===== src/rtl/load_sequencer_pkg.sv =====
// Shared definitions for the load sequencer and the counter bench.
// Contents:
//   DEFAULT_WIDTH - default preset / counter / terminal width
//   DEFAULT_DEPTH - default preset queue depth (power of two, >= 2)
//   seq_state_t   - sequencer FSM state encoding
package load_sequencer_pkg;

  localparam int DEFAULT_WIDTH = 4;
  localparam int DEFAULT_DEPTH = 4;

  typedef enum logic [1:0] {
    IDLE   = 2'd0,
    RUN    = 2'd1,
    STARVE = 2'd2
  } seq_state_t;

endpackage


===== src/rtl/load_sequencer_preset_fifo.sv =====
// preset_fifo: synchronous FIFO holding presets for the load sequencer.
// Ports:
//   clk   - clock, rising edge
//   rst   - asynchronous active-low reset, empties the queue
//   push  - write request (ignored when full)
//   wdata - value to write
//   pop   - read request (ignored when empty)
//   rdata - head entry, valid while !empty
//   full  - queue holds DEPTH entries
//   empty - queue holds no entries
//   level - number of entries held
module preset_fifo
  import load_sequencer_pkg::*;
#(
  parameter int WIDTH = DEFAULT_WIDTH,
  parameter int DEPTH = DEFAULT_DEPTH,
  localparam int AW = $clog2(DEPTH),
  localparam int LW = $clog2(DEPTH + 1)
) (
  input  logic             clk,
  input  logic             rst,
  input  logic             push,
  input  logic [WIDTH-1:0] wdata,
  input  logic             pop,
  output logic [WIDTH-1:0] rdata,
  output logic             full,
  output logic             empty,
  output logic [LW-1:0]    level
);

  logic [WIDTH-1:0] mem [DEPTH];
  logic [AW-1:0]    wr_ptr;
  logic [AW-1:0]    rd_ptr;
  logic             do_push;
  logic             do_pop;

  assign full    = (level == LW'(DEPTH));
  assign empty   = (level == '0);
  assign do_push = push && !full;
  assign do_pop  = pop && !empty;

  // The head is read from storage, so an entry written on an edge is only
  // visible from the next cycle: there is no same-cycle push-through.
  assign rdata = mem[rd_ptr];

  // Storage needs no reset; the pointers and level define what is valid.
  always_ff @(posedge clk) begin
    if (do_push) begin
      mem[wr_ptr] <= wdata;
    end
  end

  // Pointers wrap naturally because DEPTH is a power of two.
  always_ff @(posedge clk or negedge rst) begin
    if (!rst) begin
      wr_ptr <= '0;
      rd_ptr <= '0;
      level  <= '0;
    end else begin
      if (do_push) begin
        wr_ptr <= wr_ptr + AW'(1);
      end
      if (do_pop) begin
        rd_ptr <= rd_ptr + AW'(1);
      end
      case ({do_push, do_pop})
        2'b10:   level <= level + LW'(1);
        2'b01:   level <= level - LW'(1);
        default: level <= level;
      endcase
    end
  end

endmodule


===== src/rtl/load_sequencer.sv =====
// load_sequencer: upstream control stage for a loadable up-counter.
// Queues presets from a producer and issues load strobes to the counter:
// the first preset on enable, later ones when the counter reaches term.
// Ports:
//   clk      - clock, rising edge
//   rst      - asynchronous active-low reset
//   enable   - sequencer enable; no loads while low
//   in_valid - producer presents a preset
//   in_ready - queue can accept a preset (!full)
//   in_data  - preset value
//   term     - terminal count that triggers a reload
//   q        - counter value fed back from the counter
//   load     - registered load strobe to the counter
//   data_out - registered preset for the counter's data_in
//   underrun - one-cycle pulse: reload due with an empty queue
//   level    - number of queued presets
module load_sequencer
  import load_sequencer_pkg::*;
#(
  parameter int WIDTH = DEFAULT_WIDTH,
  parameter int DEPTH = DEFAULT_DEPTH,
  localparam int LW = $clog2(DEPTH + 1)
) (
  input  logic             clk,
  input  logic             rst,
  input  logic             enable,
  input  logic             in_valid,
  output logic             in_ready,
  input  logic [WIDTH-1:0] in_data,
  input  logic [WIDTH-1:0] term,
  input  logic [WIDTH-1:0] q,
  output logic             load,
  output logic [WIDTH-1:0] data_out,
  output logic             underrun,
  output logic [LW-1:0]    level
);

  seq_state_t       state;
  seq_state_t       next_state;
  logic             full;
  logic             empty;
  logic [WIDTH-1:0] head;
  logic             do_pop;
  logic             underrun_next;
  logic             match;

  assign in_ready = !full;

  preset_fifo #(
    .WIDTH (WIDTH),
    .DEPTH (DEPTH)
  ) u_fifo (
    .clk   (clk),
    .rst   (rst),
    .push  (in_valid),
    .wdata (in_data),
    .pop   (do_pop),
    .rdata (head),
    .full  (full),
    .empty (empty),
    .level (level)
  );

  // During a load cycle the counter still shows term+1 of the old run, so
  // comparisons are suppressed; this also keeps load from firing twice in a row.
  assign match = (q == term) && !load;

  always_ff @(posedge clk or negedge rst) begin
    if (!rst) begin
      state <= IDLE;
    end else begin
      state <= next_state;
    end
  end

  // Every pop is gated by !load so strobes can never land on adjacent cycles,
  // even if enable toggles right after a load.
  always_comb begin
    next_state    = state;
    do_pop        = 1'b0;
    underrun_next = 1'b0;
    case (state)
      IDLE: begin
        if (enable && !empty && !load) begin
          do_pop     = 1'b1;
          next_state = RUN;
        end
      end
      RUN: begin
        if (!enable) begin
          next_state = IDLE;
        end else if (match && !empty) begin
          do_pop = 1'b1;
        end else if (match) begin
          underrun_next = 1'b1;
          next_state    = STARVE;
        end
      end
      STARVE: begin
        if (!enable) begin
          next_state = IDLE;
        end else if (!empty && !load) begin
          do_pop     = 1'b1;
          next_state = RUN;
        end
      end
      default: next_state = IDLE;
    endcase
  end

  // data_out captures the head on the popping edge and holds it otherwise.
  always_ff @(posedge clk or negedge rst) begin
    if (!rst) begin
      load     <= 1'b0;
      data_out <= '0;
      underrun <= 1'b0;
    end else begin
      load     <= do_pop;
      underrun <= underrun_next;
      if (do_pop) begin
        data_out <= head;
      end
    end
  end

endmodule


===== config.mk =====
export PLATFORM = sky130hd
export DESIGN_NAME = load_sequencer
export DESIGN_NICKNAME = d
export VERILOG_FILES = /design/src/rtl/load_sequencer_pkg.sv /design/src/rtl/load_sequencer_preset_fifo.sv /design/src/rtl/load_sequencer.sv
export SDC_FILE = /design/constraint.sdc
export NUM_CORES = 1
export LEC_CHECK = 0
export ABC_AREA = 0
export BUFFER_PORTS_ARGS = -buffer_cell sky130_fd_sc_hd__buf_4
export CORE_UTILIZATION = 62
export CTS_BUF_LIST = sky130_fd_sc_hd__clkbuf_4
export DETAILED_ROUTE_END_ITERATION = 12
export HOLD_SLACK_MARGIN = 0.06
export PLACE_DENSITY = 0.88
export SYNTH_ARGS = -nofsm -noshare
export SYNTH_HDL_FRONTEND = slang
export SYNTH_SLANG_ARGS = --single-unit

===== constraint.sdc =====
create_clock -name clk -period 4.09 [get_ports clk]
set_input_delay 0.409 -clock clk [delete_from_list [all_inputs] [get_ports clk]]
set_output_delay 0.409 -clock clk [all_outputs]
set_load 0.02 [all_outputs]

==> summary.md <==
| Metric | Value |
|---|---|
| Layout area overhead | 17.97% |
| DR vias/cell | 5.564 |
| First-pass GRT wire length | 4264 µm |
| DPL Wire Length | 2094 µm |
| Post-CTS Setup Inserts | 0 |
| Ys Warns | 0 |
| Root Driver | clkbuf_4 |
| Iteration-0 DRC Markers | 9 |
| Most frequent cells after synthesis | edfxtp_1 (16), dfrtp_1 (15), inv_1 (11) |
| Post-route minimum period | 2.729 ns |
| Die width | 51.25 µm |
| Hold_buf cts | 1 |
| Total GRT Usage | 0.2313 |
| Post-synth ARST share | 0.4839 |
| # Max-Cap Violations | 0 |
| Total Neg Setup Slack | 0 ns |
| Slowest stage delay, CP | 0.43 ns |
| Antenna fix cells | 0 |
| 1st-pass router iterations | 4 |
| Most common cell in the netlist | edfxtp_1 |
| Average wire per standard cell | 16.19 µm |
| Library cells used by synthesis | 31 |
| Initial Util | 0.6670 |
| CTS buffer count | 5 |
| Maximum clock frequency | 366.4 MHz |
| Via count | 918 |
| Dpl ws | 1.365 ns |
| Row Count | 17 |
| Unrepaired setup endpoints after global routing | no |
| Net Count, Synth | 131 |
| WL final | 2672 µm |
| CP Cell Sequence | ha_1, or3_4, a211o_1, inv_1, ha_1, inv_1, fa_1, xor2_1, nor2_1, xor2_1 |
| Placed inst area | 1712 µm² |
| Critical-path top delay cell | dfrtp_1 |
| Die footprint | 2627 µm² |
| Synth area leader | edfxtp_1 |
| Synth top area cells | edfxtp_1 (32%), dfrtp_1 (25%), ha_1 (7.5%) |
| Ys flop type | edfxtp_1 |
| Run status | finished clean |
| Final instance area | 1774 µm² |
| CP endpoint kind | register |
| Final Hold Slack | 0.2993 ns |
| Post-synthesis cell count | 105 |
| Clock buffer depth | 2 |
| Peak VDD IR | 0.0005812 V |
| Share of cells above drive strength 1 | 0.3431 |
| CP startpoint kind | register |
| Initial antenna violation count | 0 |
| Worst hold path class | input port to register |
| Relative slew slack | 0.7441 |
| H-tree levels | 2 |
| TritonCTS clock tree | yes |
| Post-synth EDFFs | 16 |
| IO buf count | 25 |
| WP buf/inv | 2 |
| Crit share post-route | 0.6673 |
| Worst-path clk slew | 0.09 ns |
| Synthesized area | 1504 µm² |
| Final WS setup | 1.361 ns |
| Multi-input gate area | 591.8 µm² |
| Die height | 51.25 µm |
| Grt ovf | 0 |
| Filler cells | 143 |
| CP delay by family, top | adder cells |
| GPL Wtd Cong | 0.7813 |
| Slew Viols, Final | 0 |
| Top Ports | 26 |
| Register area | 855.8 µm² |
| CP required | 4.32 ns |
| CTS resizes | 0 |
| Critical Path Fanout Max | 7 |
| Part of the Yosys area used for sequential elements | 0.5691 |
| DRC Markers | 0 |
| Worst endpoint data arrival time | 2.96 ns |
| Post-DRT Antenna Nets | 0 |
| Worst Max-Slew Pin Slew | 0.3831 ns |
| Pwr dens | 686.6 nW/µm² |
| Setup violations, final | 0 |
| Core area | 2255 µm² |
| Critical path type | register to register |
| Area fraction of the dominant cell type after synthesis | 0.3195 |
| #FFs+latches synth | 31 |
| Leakage | 0.7948 nW |
| Worst-skew pair later-pin latency | 0.30 ns |
| Clock skew | 0.005563 ns |
| Largest net degree at the start of global routing | 16 |
| Syn avg cell area | 14.32 µm² |
| Final Hold Fails | 0 |
| Final nets | 162 |
| Vias in the first global route | 960 |
| CTS sink count | 31 |
cell type report:
cell class	count	area share
tap	28	0.01975
clock buffer	6	0.02539
sequential	31	0.4824
inverter	11	0.02327
timing repair buffer	26	0.1114
multi-input combinational	61	0.3336
clock inverter	2	0.004231
flip-flops by register name, indices dropped and copies added, names as in the netlist:
register,flops
u_fifo.mem,16
data_out,4
u_fifo.level,3
state,2
u_fifo.rd_ptr,2
u_fifo.wr_ptr,2
load,1
underrun,1
stage by stage:
stage | power, W | instances | util
2_1_floorplan | 0.0008929 | 105 | -
3_3_place_gp | 0.001025 | 156 | 0.7592
3_5_place_dp | 0.001063 | 156 | 0.7592
4_1_cts | 0.001226 | 165 | 0.7869
5_1_grt | 0.001287 | 165 | 0.7869
6_report | 0.001218 | 165 | 0.7869
power by group:
part | switching (W) | internal, W | leakage, nW | total, W
Sequential | 0.0000862 | 0.000433 | 0.329 | 0.000519
Combinational | 0.000264 | 0.000270 | 0.435 | 0.000535
Clock | 0.0000940 | 0.0000702 | 0.0307 | 0.000164
Total | 0.000445 | 0.000774 | 0.795 | 0.00122
cell families after synthesis:
logic type,share of synthesized area
flip-flops,0.5691
adder cells (fa/ha/maj),0.08819
buffers and inverters,0.03743
AND/OR/NAND/NOR,0.09818
XOR/XNOR,0.05824
AO/OA/AOI/OAI,0.04159
multiplexers,0.1073
layer usage:
metal | vias up | routed length (µm) | track usage
li1 | 434 | - | -
met1 | 445 | 1079 | 0.2661
met2 | 33 | 1461 | 0.4232
met3 | 6 | 113 | 0.05655
met4 | 0 | 18 | 0.06757
met5 | - | 0 | 0
worst reg2reg max path, delay by kind of cell, from the launching register on:
kind | cells | cell delay [ns]
adder cells (fa/ha/maj) | 3 | 0.82
XOR/XNOR | 2 | 0.31
flip-flops | 1 | 0.43
AND/OR/NAND/NOR | 2 | 0.53
buffers and inverters | 2 | 0.19
AO/OA/AOI/OAI | 1 | 0.39
cell usage in the layout (no fill, tap or decap), drive strengths merged, types with 3 or more instances in the layout:
master	instances
dfrtp	15
nor2	7
clkbuf	6
and3	4
inv	11
edfxtp	16
mux2	5
xor2	3
buf	25
xnor2	7
mux4	4
ha	9
nand2	3
worst paths after layout:
kind                                     to         from  slack, ns  cells after the start
max in group asynchronous  u_fifo.wr_ptr[0]          rst       3.41                      2
min in group asynchronous       data_out[2]          rst       0.49                      2
setup / recovery            u_fifo.level[2]     state[0]       1.36                     10
hold / removal             u_fifo.mem[3][2]   in_data[2]       0.30                      1
hold reg to reg                 data_out[2]  data_out[2]       0.52                      1
setup reg to reg            u_fifo.level[2]     state[0]       1.36                     10
No activity file was read; power rests on OpenSTA's default activity.
